**src/rtl/alu_muldiv_seq_pkg.sv**
```systemverilog
// Shared ALU encodings plus the MLT/DIV sequencer opcodes and state type.
package alu_muldiv_seq_pkg;

   typedef enum logic [4:0] {
      ALU_NOP = 5'd0,
      ALU_ADD = 5'd1,
      ALU_SUB = 5'd2,
      ALU_AND = 5'd3,
      ALU_OR  = 5'd4,
      ALU_XOR = 5'd5
   } alu_op_e;

   // Bit positions inside the 6-bit flag vector
   localparam int ALU_FLAG_Z  = 0;
   localparam int ALU_FLAG_CY = 1;
   localparam int ALU_FLAG_V  = 2;
   localparam int ALU_FLAG_S  = 3;
   localparam int ALU_FLAG_AC = 4;
   localparam int ALU_FLAG_P  = 5;
   localparam int ALU_FLAG_W  = 6;

   localparam logic MULDIV_MLT = 1'b0;
   localparam logic MULDIV_DIV = 1'b1;

   typedef enum logic [1:0] {
      SEQ_IDLE  = 2'd0,
      SEQ_CHECK = 2'd1,
      SEQ_ITER  = 2'd2,
      SEQ_DONE  = 2'd3
   } seq_state_e;

   function automatic logic [ALU_FLAG_W-1:0] mk_flags(input logic z, input logic s,
                                                      input logic v, input logic cy);
      logic [ALU_FLAG_W-1:0] f;
      f              = '0;
      f[ALU_FLAG_Z]  = z;
      f[ALU_FLAG_S]  = s;
      f[ALU_FLAG_V]  = v;
      f[ALU_FLAG_CY] = cy;
      return f;
   endfunction

endpackage

```
**src/rtl/alu_muldiv_seq_if.sv**
```systemverilog
// Core-side request/response and shared-ALU borrow bus of the MLT/DIV sequencer.
interface alu_muldiv_seq_if;
   import alu_muldiv_seq_pkg::*;

   logic                  start;
   logic                  op;
   logic [15:0]           hl_in;
   logic [7:0]            a_in;
   logic                  busy;
   logic                  done;
   logic [15:0]           result;
   logic [ALU_FLAG_W-1:0] flags_out;
   logic                  div_zero;
   logic                  alu_own;
   logic [4:0]            alu_op;
   logic                  alu_size;
   logic [15:0]           alu_a;
   logic [15:0]           alu_b;
   logic [15:0]           alu_r;
   logic [ALU_FLAG_W-1:0] alu_flags;

   modport master (
      output start, op, hl_in, a_in, alu_r, alu_flags,
      input  busy, done, result, flags_out, div_zero,
             alu_own, alu_op, alu_size, alu_a, alu_b
   );

   modport slave (
      input  start, op, hl_in, a_in, alu_r, alu_flags,
      output busy, done, result, flags_out, div_zero,
             alu_own, alu_op, alu_size, alu_a, alu_b
   );
endinterface

```
**src/rtl/alu_muldiv_seq.sv**
```systemverilog
// S1C88 MLT/DIV sequencer: borrows the shared ALU one step per cycle
// (ADD for shift-and-add multiply, SUB for restoring divide).
module alu_muldiv_seq
   import alu_muldiv_seq_pkg::*;
#(
   parameter bit EARLY_EXIT = 1'b0
) (
   input  logic             clk,
   input  logic             reset_n,
   alu_muldiv_seq_if.slave  bus
);

   seq_state_e            state, nstate;
   logic [15:0]           hl_q;
   logic [7:0]            a_q;
   logic                  op_q;
   logic [2:0]            i_q;
   logic [15:0]           acc, rem;
   logic [7:0]            quot;
   logic [15:0]           result_q;
   logic [ALU_FLAG_W-1:0] flags_q;
   logic                  dz_q;

   logic [15:0] a_word;
   logic        no_borrow, div_err, mlt_last;
   logic [7:0]  quot_nx;
   logic [15:0] rem_nx;
   logic        flags_unused;

   assign a_word    = {8'h00, a_q};
   assign no_borrow = !bus.alu_flags[ALU_FLAG_CY];
   assign div_err   = (a_q == 8'h00) || no_borrow;
   // Early exit: no multiplier bits left above the current one
   assign mlt_last  = (i_q == 3'd7) ||
                      (EARLY_EXIT && ((hl_q[7:0] >> ({1'b0, i_q} + 4'd1)) == 8'h00));
   assign quot_nx   = quot | (no_borrow ? (8'h01 << i_q) : 8'h00);
   assign rem_nx    = no_borrow ? bus.alu_r : rem;
   assign flags_unused = ^{bus.alu_flags[ALU_FLAG_W-1:ALU_FLAG_V], bus.alu_flags[ALU_FLAG_Z]};

   always_ff @(posedge clk) begin
      if (!reset_n) state <= SEQ_IDLE;
      else          state <= nstate;
   end

   always_comb begin
      nstate = state;
      case (state)
         SEQ_IDLE:  if (bus.start) nstate = (bus.op == MULDIV_DIV) ? SEQ_CHECK : SEQ_ITER;
         SEQ_CHECK: nstate = div_err ? SEQ_DONE : SEQ_ITER;
         SEQ_ITER: begin
            if (op_q == MULDIV_MLT) nstate = mlt_last ? SEQ_DONE : SEQ_ITER;
            else                    nstate = (i_q == 3'd0) ? SEQ_DONE : SEQ_ITER;
         end
         SEQ_DONE:  nstate = SEQ_IDLE;
         default:   nstate = SEQ_IDLE;
      endcase
   end

   always_comb begin
      bus.busy     = (state != SEQ_IDLE);
      bus.done     = (state == SEQ_DONE);
      bus.alu_own  = 1'b0;
      bus.alu_op   = ALU_NOP;
      bus.alu_size = 1'b0;
      bus.alu_a    = 16'h0000;
      bus.alu_b    = 16'h0000;
      case (state)
         SEQ_CHECK: begin
            // Byte compare H - D: no borrow means the quotient would not fit in 8 bits
            bus.alu_own = 1'b1;
            bus.alu_op  = ALU_SUB;
            bus.alu_b   = {8'h00, hl_q[15:8]};
            bus.alu_a   = a_word;
         end
         SEQ_ITER: begin
            bus.alu_own  = 1'b1;
            bus.alu_size = 1'b1;
            if (op_q == MULDIV_MLT) begin
               bus.alu_op = ALU_ADD;
               bus.alu_b  = acc;
               bus.alu_a  = hl_q[i_q] ? (a_word << i_q) : 16'h0000;
            end else begin
               bus.alu_op = ALU_SUB;
               bus.alu_b  = rem;
               bus.alu_a  = a_word << i_q;
            end
         end
         default: ;
      endcase
   end

   always_ff @(posedge clk) begin
      if (!reset_n) begin
         hl_q     <= '0;
         a_q      <= '0;
         op_q     <= 1'b0;
         i_q      <= '0;
         acc      <= '0;
         rem      <= '0;
         quot     <= '0;
         result_q <= '0;
         flags_q  <= '0;
         dz_q     <= 1'b0;
      end else begin
         case (state)
            SEQ_IDLE: if (bus.start) begin
               hl_q <= bus.hl_in;
               a_q  <= bus.a_in;
               op_q <= bus.op;
               i_q  <= (bus.op == MULDIV_DIV) ? 3'd7 : 3'd0;
               acc  <= '0;
               rem  <= '0;
               quot <= '0;
            end
            SEQ_CHECK: begin
               if (div_err) begin
                  result_q <= hl_q;
                  flags_q  <= mk_flags(1'b0, 1'b0, a_q != 8'h00, 1'b0);
                  dz_q     <= (a_q == 8'h00);
               end else begin
                  rem <= hl_q;
               end
            end
            SEQ_ITER: begin
               if (op_q == MULDIV_MLT) begin
                  acc <= bus.alu_r;
                  i_q <= i_q + 3'd1;
                  if (mlt_last) begin
                     result_q <= bus.alu_r;
                     flags_q  <= mk_flags(bus.alu_r == 16'h0000, bus.alu_r[15], 1'b0, 1'b0);
                     dz_q     <= 1'b0;
                  end
               end else begin
                  rem  <= rem_nx;
                  quot <= quot_nx;
                  i_q  <= i_q - 3'd1;
                  if (i_q == 3'd0) begin
                     result_q <= {rem_nx[7:0], quot_nx};
                     flags_q  <= mk_flags(quot_nx == 8'h00, quot_nx[7], 1'b0, 1'b0);
                     dz_q     <= 1'b0;
                  end
               end
            end
            default: ;
         endcase
      end
   end

   assign bus.result    = result_q;
   assign bus.flags_out = flags_q;
   assign bus.div_zero  = dz_q;

endmodule

```
**src/flat_wrapper.sv**
```systemverilog
// flat-port wrapper written by rule: the top's interface ports become plain ports
module alu_muldiv_seq_flat import alu_muldiv_seq_pkg::*;
#(
   parameter bit EARLY_EXIT = 1'b0
)
  (clk, reset_n, bus_start, bus_op, bus_hl_in, bus_a_in, bus_alu_r, bus_alu_flags, bus_busy, bus_done, bus_result, bus_flags_out, bus_div_zero, bus_alu_own, bus_alu_op, bus_alu_size, bus_alu_a, bus_alu_b);
  alu_muldiv_seq_if bus_i ();
  input  logic clk;
  input  logic reset_n;
  input wire logic [$bits(bus_i.start)-1:0] bus_start;
  input wire logic [$bits(bus_i.op)-1:0] bus_op;
  input wire logic [$bits(bus_i.hl_in)-1:0] bus_hl_in;
  input wire logic [$bits(bus_i.a_in)-1:0] bus_a_in;
  input wire logic [$bits(bus_i.alu_r)-1:0] bus_alu_r;
  input wire logic [$bits(bus_i.alu_flags)-1:0] bus_alu_flags;
  output wire logic [$bits(bus_i.busy)-1:0] bus_busy;
  output wire logic [$bits(bus_i.done)-1:0] bus_done;
  output wire logic [$bits(bus_i.result)-1:0] bus_result;
  output wire logic [$bits(bus_i.flags_out)-1:0] bus_flags_out;
  output wire logic [$bits(bus_i.div_zero)-1:0] bus_div_zero;
  output wire logic [$bits(bus_i.alu_own)-1:0] bus_alu_own;
  output wire logic [$bits(bus_i.alu_op)-1:0] bus_alu_op;
  output wire logic [$bits(bus_i.alu_size)-1:0] bus_alu_size;
  output wire logic [$bits(bus_i.alu_a)-1:0] bus_alu_a;
  output wire logic [$bits(bus_i.alu_b)-1:0] bus_alu_b;
  assign bus_i.start = bus_start;
  assign bus_i.op = bus_op;
  assign bus_i.hl_in = bus_hl_in;
  assign bus_i.a_in = bus_a_in;
  assign bus_i.alu_r = bus_alu_r;
  assign bus_i.alu_flags = bus_alu_flags;
  assign bus_busy = bus_i.busy;
  assign bus_done = bus_i.done;
  assign bus_result = bus_i.result;
  assign bus_flags_out = bus_i.flags_out;
  assign bus_div_zero = bus_i.div_zero;
  assign bus_alu_own = bus_i.alu_own;
  assign bus_alu_op = bus_i.alu_op;
  assign bus_alu_size = bus_i.alu_size;
  assign bus_alu_a = bus_i.alu_a;
  assign bus_alu_b = bus_i.alu_b;
  alu_muldiv_seq #(.EARLY_EXIT(EARLY_EXIT)) u_core (.clk(clk), .reset_n(reset_n), .bus(bus_i));
endmodule
```
**config.mk**
```make
export PLATFORM = sky130hd
export DESIGN_NAME = alu_muldiv_seq_flat
export DESIGN_NICKNAME = d
export VERILOG_FILES = /design/src/rtl/alu_muldiv_seq_pkg.sv /design/src/rtl/alu_muldiv_seq_if.sv /design/src/rtl/alu_muldiv_seq.sv /design/src/flat_wrapper.sv
export SDC_FILE = /design/constraint.sdc
export NUM_CORES = 1
export LEC_CHECK = 0
export ABC_CLOCK_PERIOD_IN_PS = 3200
export BUFFER_PORTS_ARGS = -buffer_cell sky130_fd_sc_hd__buf_2
export CELL_PAD_IN_SITES_DETAIL_PLACEMENT = 1
export CELL_PAD_IN_SITES_GLOBAL_PLACEMENT = 1
export CORE_MARGIN = 1
export CORE_UTILIZATION = 43
export DETAILED_ROUTE_END_ITERATION = 7
export PLACE_DENSITY_LB_ADDON = 0.1
export SETUP_SLACK_MARGIN = 0.05
export SLEW_MARGIN = 10
export SYNTH_ARGS = -nofsm -noshare
export SYNTH_HDL_FRONTEND = slang
export SYNTH_SLANG_ARGS = --single-unit
```
**constraint.sdc**
```tcl
create_clock -name clk -period 3.2 [get_ports clk]
set_input_delay 0.64 -clock clk [delete_from_list [all_inputs] [get_ports clk]]
set_output_delay 0.64 -clock clk [all_outputs]
set_load 0.05 [all_outputs]
```
After elaboration in Yosys (flattened, before gate mapping):

Index checks and enable logic that the tools add are counted.

* flip-flop bits (word level): 93
* input bits: 50
* output and inout port bits: 64
* logic and storage cells: 98

* add/sub/neg operators: 2
* magnitude comparators: 1
* equality and inequality tests: 12
* shift operators: 2
* multiplexer cells: 48
* bitwise operators: 1
* reduce and logical (&&, ||, !) cells: 20

Operators by type and width (count)
* $mux W16: 12
* $pmux W16 S2: 4
* $pmux W16 S3: 1
* $mux W6: 4
* $mux W8: 3
* $logic_not A16 Y1: 1
* $logic_not A8 Y1: 2
* $pmux W8 S2: 1
* $shl A8 B3 Y16: 1
* $pmux W6 S2: 1
* $mux W1: 10
* $pmux W5 S2: 1
* $mux W3: 3
* $mux W2: 4
* $ne A2 B2 Y1 const B: 4
* $or A8 B8 Y8: 1
* $pmux W2 S4: 1
* $reduce_and A4 Y1: 2
* $reduce_bool A8 Y1: 1
* $shl A1 B3 Y8 const A: 1
* $pmux W3 S2: 1
* $reduce_and A3 Y1: 2
* $reduce_bool A2 Y1: 3
* $lt A3 B5 Y1 const B: 1
* other kinds (18): 21

Logic depth before layout (Yosys ltp):

Gate-level depths: netlist (run 1).

* depth in word-level cells: 7
* mapped depth: 9
* gate-level depth less buffers: 6

Worst setup path before layout (run 1):

OpenSTA, ideal clock, no wires.

* path kind: reg-to-output
* from: register u_core.state[0]
* to: output bus_alu_a[4]
* arrival: 2.848 ns
* data required time: 2.560 ns
* slack: -0.288 ns
* cell stages (with the launch flop): 7
* path buffers: 1
* path through: dfxtp_1 inv_1 ha_1 buf_2 and2_1 o21ai_1 o31ai_1

* word-level cells in the longest chain between the ends: 2
* elaborated cells on any way between the ends: 3
* those cells by class: 2 x eq/ne; 1 x mux

Ends and longest elaborated chain
* start, declared: RTL line alu_muldiv_seq.sv:13 `seq_state_e state, nstate;`
* start signal, assigned: RTL line alu_muldiv_seq.sv:42 `else state <= nstate;`
* $eq A2 B2 Y1 or $eq A2 B1 Y1 (tied branches): RTL line alu_muldiv_seq.sv:67 `case (state)`
* $pmux W16 S2 (*): RTL line alu_muldiv_seq.sv:67
* end, declared: RTL line flat_wrapper.sv:24 `output wire logic [$bits(bus_i.alu_a)-1:0] bus_alu_a;`

Mark *: on every way between the ends. The rest lies on a longest branch, timed or not.

Worst setup path in the final report (run 1):

* from: register u_core.i_q[1]
* to: output bus_alu_a[5]

* word-level cells in the longest chain between the ends: 5
* elaborated cells on any way between the ends: 6
* those cells by class: 1 x shift; 5 x mux

Ends and longest elaborated chain
* start, declared: RTL line alu_muldiv_seq.sv:17 `logic [2:0] i_q;`
* start signal, assigned: RTL line alu_muldiv_seq.sv:110 `i_q <= (bus.op == MULDIV_DIV) ? 3'd7 : 3'd0;`
* start signal, assigned: RTL line alu_muldiv_seq.sv:127 `i_q <= i_q + 3'd1;`
* start signal, assigned: RTL line alu_muldiv_seq.sv:136 `i_q <= i_q - 3'd1;`
* $bmux W1 S3: RTL line alu_muldiv_seq.sv:81 `bus.alu_a = hl_q[i_q] ? (a_word << i_q) : 16'h0000;`
* $mux W1 (implied by the code): RTL line alu_muldiv_seq.sv:81
* $mux W16: RTL line alu_muldiv_seq.sv:81
* $mux W16 (*): RTL line alu_muldiv_seq.sv:78 `if (op_q == MULDIV_MLT) begin`
* $pmux W16 S2 (*): RTL line alu_muldiv_seq.sv:67

Mark *: on every way between the ends. The rest lies on a longest branch, timed or not. The select of a mux whose other input is x is not followed.

==> run metrics, run 1 <==
area of the multi-input gates=0.00313 mm²; CORE AREA=0.0120 mm²; period utilisation layout=92.9%; Tightest Hold Check Type=flip-flop to flip-flop; arrival time at the worst endpoint=2.33 ns; Chip Height=113 µm; maximum clock frequency=0.336 GHz; Via-to-Cell Ratio=6.02; Hold Startpoint=u_core.acc[9]; clock-pin slew on the worst setup and hold paths=0.07 ns; Port-buffer cells=101; Peak supply drop=0.000300 V; first-pass GRT wire length=29400 µm; maximum net fanout on the critical path=9; Final GP Congestion=0.856; Hold WS=0.457 ns; number of fill cells=1501; unrepaired setup endpoints after global routing=false; Synth Flop Type=dfxtp_1; total CTS buffers=9; Leak=2.47 nW; initial core utilization=44.1%; Final setup violation count=0; vias after detailed routing=5356; Syn Inst Count=661; Max Root-Sink Buffers=2; dpl ws=0.314 ns; detailed placement HPWL=13400 µm; post-synthesis sequential area ratio=34.2%; EDFF count, synth=0; total of max-cap violations=0; Setup CP Type=flip-flop to primary output; I/O pin cnt=114; Synth warnings=0; min Tclk post-route=2.97 ns; full die area=0.0127 mm²; Critical path origin=u_core.i_q[1]; drt pass-1 iters=5; Fin Clk Skew=0.00648 ns; layout cells sized above 1=22.8%; Ant. Diodes=0; post-route setup TNS=0 ns; crit-path leading delay family=multiplexers; vias in the first global route=5312; CP endpoint kind=primary output; Post-Route WL=18500 µm; CTS tree=yes; setup slack after layout=0.228 ns; CP max stage cell=mux4_2; WL per Instance=20.8 µm; # clock sinks=90; Final Net Count=793; largest net degree at the start of global routing=39; Clock Root Buffer=clkbuf_16; Clock Latency Late Sink=0.36 ns; Register Area=0.00180 mm²; Total GRT Usage=30.1%; DR DRC count=0; pwr dens=793 mW/mm²; CP Launch Type=flip-flop; asr flop ratio synth=0%; Overflow after GRT=0; initial antenna violation count=0; DRT iter0 DRCs=322; max incr delay on CP=0.50 ns; Power, Total=0.00491 W; Syn Std Cell Area=0.00527 mm²; Slew Limit Fails=0; Worst R2R Start=u_core.state[0]; Finished Core Util=51.7%; Distinct cells, synth=60; Final Hold Fails=0; Avg Cell Area, Syn=7.97 µm²; Die Span X=113 µm; critical-path cell list=mux2_2, mux4_2, o21ai_2, o21ai_0, buf_2; worst path bufs/invs=1; Slew HR=23.1%; Req. time, crit path=2.56 ns; #FFs+latches synth=90; Area Overhead vs Synth=17.5%; Routed Antenna Nets=0; H-tree levels=3; status=completed; row count=40; Worst Max-Slew Pin Slew=1.14 ns
==> Yosys cell counts, types with 2 or more instances <==
| cell | n | area (µm²) |
|---|---|---|
| dfxtp_1 | 90 | 1800 |
| nand3_1 | 13 | 65.1 |
| inv_1 | 12 | 45.0 |
| buf_1 | 6 | 22.5 |
| a22o_1 | 11 | 96.3 |
| inv_2 | 2 | 7.51 |
| o21ai_0 | 28 | 140 |
| nor2b_1 | 6 | 37.5 |
| nor4_1 | 7 | 43.8 |
| a31oi_1 | 4 | 25.0 |
| a22oi_1 | 14 | 105 |
| nor3_1 | 5 | 25.0 |
| clkbuf_1 | 35 | 131 |
| mux2_2 | 9 | 101 |
| and3_1 | 2 | 12.5 |
| or4_1 | 2 | 15.0 |
| a32oi_1 | 4 | 35.0 |
| a211oi_1 | 13 | 97.6 |
| nand2b_1 | 3 | 18.8 |
| or2_2 | 2 | 12.5 |
| nand2_1 | 122 | 458 |
| nor2_1 | 46 | 173 |
| mux2i_1 | 50 | 500 |
| buf_2 | 5 | 25.0 |
| or3_1 | 3 | 18.8 |
| and2_1 | 13 | 81.3 |
| o2bb2ai_1 | 9 | 78.8 |
| a21o_1 | 6 | 45.0 |
| mux4_2 | 4 | 90.1 |
| buf_4 | 12 | 90.1 |
| buf_6 | 3 | 33.8 |
| ha_1 | 5 | 62.6 |
| a21oi_1 | 81 | 405 |
| a311oi_1 | 8 | 70.1 |
==> layout by cell type, fill, tap and decap left out, types with 7 or more instances in the layout <==
cell type / instances
conb_1: 7
nand2_1: 121
nor4_1: 7
o2bb2ai_1: 9
dfxtp_1: 88
clkbuf_16: 9
a21oi_1: 81
and2_1: 13
nand3_1: 13
nor2_1: 46
o21ai_0: 28
buf_4: 20
mux2_2: 9
a311oi_1: 8
a22o_1: 11
a22oi_1: 14
a211oi_1: 12
inv_1: 12
mux2i_1: 50
buf_2: 101
==> area by class of cell <==
type | count | area share, %
Clock buffer | 11 | 4.08
Clock inverter | 5 | 1.76
Multi-Input combinational cell | 501 | 50.6
Timing Repair Buffer | 121 | 10.6
Sequential cell | 90 | 29.1
Tap cell | 147 | 2.97
Inverter | 14 | 0.849
==> sequential cells by signal, indices dropped and copies added, names as in the netlist <==
signal,flops
u_core.a_q,8
u_core.acc,16
u_core.bus.div_zero,1
u_core.bus.flags_out,3
u_core.bus.result,16
u_core.hl_q,16
u_core.i_q,3
u_core.op_q,1
u_core.quot,8
u_core.rem,16
u_core.state,2
==> per-stage QoR <==
step           instances  area [µm²]
2_1_floorplan        667        5300
3_3_place_gp         873        5820
3_5_place_dp         873        5820
4_1_cts              889        6190
5_1_grt              889        6190
6_report             889        6190
==> layer usage <==
metal  share of wire, %  routed length (µm)  GRT usage, %  up-vias
li1                   -                   -             -     2497
met4                2.6                 473          11.2        0
met2                 49                9130          51.6      178
met5                  0                   0             0        -
met1                 44                8050          38.5     2646
met3                4.4                 818          4.07       35
==> power by group <==
group	total, W	switching (W)	internal, W
Sequential	0.00146	0.000172	0.00129
Combinational	0.00215	0.00150	0.000650
Clock	0.00130	0.000486	0.000812
==> kinds of logic (layout without fill, tap and decap cells) <==
kind of cell	Yosys count	count (layout)	synth area share [%]
and+or+nand+nor	227	227	18.9
AOI/OAI and AO/OA	197	197	24.9
DFF	90	90	34.2
buffers and inverters	76	151	7.12
muxes	63	63	13.1
adders and majority gates	6	6	1.57
other	1	7	0.0712
xor gates and xnor gates	1	1	0.166
==> worst paths after layout <==
path / endpoint / slack (ns) / cells past startpoint
min: u_core.acc[9] / 0.46 / 2
max reg2reg: u_core.acc[0] / 0.64 / 7
max: bus_alu_a[5] / 0.23 / 5
min reg2reg: u_core.acc[9] / 0.46 / 2
==> worst min-delay path: stages (launching register included) <==
cell and delay [ns]:
dfxtp_1 0.31, nand2_1 0.05, a21oi_1 0.05
==> what timing repair did <==
item / 4_1_cts / 5_1_grt
hold buffers: 0 / 0
resized for setup: 1 / 2
setup endpoints to repair: 6 / 10
buffers inserted: 0 / 0
hold endpoints to repair: 0 / 0
(Power assumes the default switching activity.)
==> run 2: changes to the inputs <==
- REMOVE_ABC_BUFFERS: unset -> 1
- SKIP_CTS_REPAIR_TIMING: unset -> 1
==> run 2 against run 1 <==
Effect of this change:
- the run now ends with design-rule violations left
- setup slack worse by 0.034 ns
- critical endpoint is now bus_alu_a[6]
- utilization down 0.44 points
- clock power down 16%
- worst hold slack worse by 0.0055 ns
- first-iteration DRC count down 8.7%
- flip-flop and latch count unchanged
- sequential power about the same
- register-to-register slack better by 0.02 ns
- clock skew about the same
- combinational power up 2%
- non-clock buffer count unchanged
==> run metrics, run 2 (synthesis results as in run 1) <==
Req. time, crit path=2.56 ns (about the same); Area Overhead vs Synth=16.5%; maximum clock frequency=0.333 GHz (-1.1%); drt pass-1 iters=7 (+2); DR DRC count=1 (+1); Clock Latency Late Sink=0.35 ns (about the same); R2R depth=8 (+1); Power, Total=0.00473 W (-3.7%); vias in the first global route=5343 (+0.58%); Setup CP Type=flip-flop to primary output; Register Area=0.00180 mm² (about the same); period utilisation layout=94.0% (+1.1 points); vias after detailed routing=5242 (-2.1%); detailed placement HPWL=12800 µm (-4.5%); CTS tree=yes; Slew HR=18.0% (-5.2 points); first-pass GRT wire length=28600 µm (-2.9%); status=complete, but fails checks; largest net degree at the start of global routing=56 (+44%); Overflow after GRT=0 (unchanged); Post-Route WL=17900 µm (-3.0%); I/O pin cnt=114 (unchanged); Tightest Hold Check Type=flip-flop to flip-flop; Leak=2.44 nW (-1.1%); row count=40 (unchanged); Die Span X=113 µm (unchanged); Via-to-Cell Ratio=5.90 (-2.1%); Total GRT Usage=29.1% (-1.0 points); unrepaired setup endpoints after global routing=false; DRT iter0 DRCs=294 (-8.7%); area of the multi-input gates=0.00312 mm² (-0.40%); Hold Startpoint=u_core.acc[12]; Clock Root Buffer=clkbuf_16; arrival time at the worst endpoint=2.37 ns (+0.04 ns); Critical path origin=u_core.i_q[1]; Fin Clk Skew=0.00637 ns (-0.000112 ns); CORE AREA=0.0120 mm² (unchanged); pwr dens=770 mW/mm² (-2.9%); Ant. Diodes=0 (unchanged); Port-buffer cells=101 (unchanged); total CTS buffers=9 (unchanged); Chip Height=113 µm (unchanged); CP max stage cell=mux4_2; max incr delay on CP=0.50 ns (about the same); # clock sinks=90 (unchanged); FF-to-FF setup slack=0.66 ns (+0.02 ns); failing checks=design-rule violations; H-tree levels=3 (unchanged); min Tclk post-route=3.01 ns (+0.0343 ns); worst path bufs/invs=1 (unchanged); commonest non-fill, non-tap cell in the layout=nand2_1; crit-path leading delay family=multiplexers; Routed Antenna Nets=0 (unchanged); initial core utilization=44.1% (unchanged); CP Launch Type=flip-flop; Max Root-Sink Buffers=2 (unchanged); end of the worst register-to-register path=u_core.acc[5]; hold path depth=2 (unchanged); WL per Instance=20.2 µm (-3.0%); layout cells sized above 1=22.0% (-0.81 points); Peak supply drop=0.000279 V (-7.0%); Slew Limit Fails=0 (unchanged); critical-path cell list=mux2_2, mux4_2, o21ai_2, o21ai_0, buf_2; number of fill cells=1485 (-1.1%); Worst R2R Start=u_core.state[0]; total of max-cap violations=0 (unchanged); Final Hold Fails=0 (unchanged); Final setup violation count=0 (unchanged); most frequent cells in the layout=nand2_1 (122), buf_2 (101), dfxtp_1 (89); clock-pin slew on the worst setup and hold paths=0.06 ns (about the same); Worst Max-Slew Pin Slew=1.22 ns (+0.0771 ns); Finished Core Util=51.3% (-0.44 points); maximum net fanout on the critical path=7 (-2); full die area=0.0127 mm² (unchanged); Hold EP=u_core.acc[12]; Final Net Count=793 (unchanged); Final GP Congestion=0.844 (-1.4%); initial antenna violation count=0 (unchanged); CP endpoint kind=primary output
## run 2: how the worst max path moves through the flow
stage / slack, ns / cells past startpoint / to
after floorplan: -0.68 / 5 / bus_alu_a[4]
after global placement: 0.49 / 5 / bus_alu_a[5]
after detailed placement: 0.42 / 5 / bus_alu_a[6]
after CTS: 0.02 / 5 / bus_alu_a[6]
after global routing: 0.07 / 5 / bus_alu_a[5]
final: 0.19 / 5 / bus_alu_a[6]
## run 2: layout make-up
type,count,share of cell area (%)
multi-input combinational,501,50.8
sequential,90,29.4
clock buffer,12,4.02
tap,147,3.00
clock inverter,4,0.836
timing repair buffer,121,11.1
inverter,14,0.856
## run 2: tightest hold or removal path, stage by stage, from the launching register on
cell	delay, ns
dfxtp_1	0.31
nand2_1	0.05
a21oi_1	0.05
## run 2: metal layers
metal / routed length [µm] / vias up / track usage, %
li1: - / 2491 / -
met1: 7600 / 2568 / 35.6
met2: 8970 / 146 / 50.2
met3: 887 / 37 / 4.39
met4: 455 / 0 / 13.7
met5: 0 / - / 0
## run 2: through the flow
step / worst slack (ns) / instances / hold WS (ns) / cell area [µm²] / TNS (ns)
5_1_grt: 0.0691 / 889 / 0.477 / 6140 / 0
6_report: 0.194 / 889 / 0.452 / 6140 / 0
3_3_place_gp: 0.489 / 873 / 0.437 / 5840 / 0
3_5_place_dp: 0.424 / 873 / 0.444 / 5840 / 0
2_1_floorplan: -0.678 / 605 / 0.431 / 4970 / -8.84
4_1_cts: 0.0208 / 889 / 0.451 / 6130 / 0
## run 2: where the power goes
part / leakage [nW] / switching [W] / internal, W / total (W)
clock: 0.143 / 0.000460 / 0.000628 / 0.00109
sequential: 0.734 / 0.000160 / 0.00129 / 0.00145
combinational: 1.56 / 0.00152 / 0.000664 / 0.00219
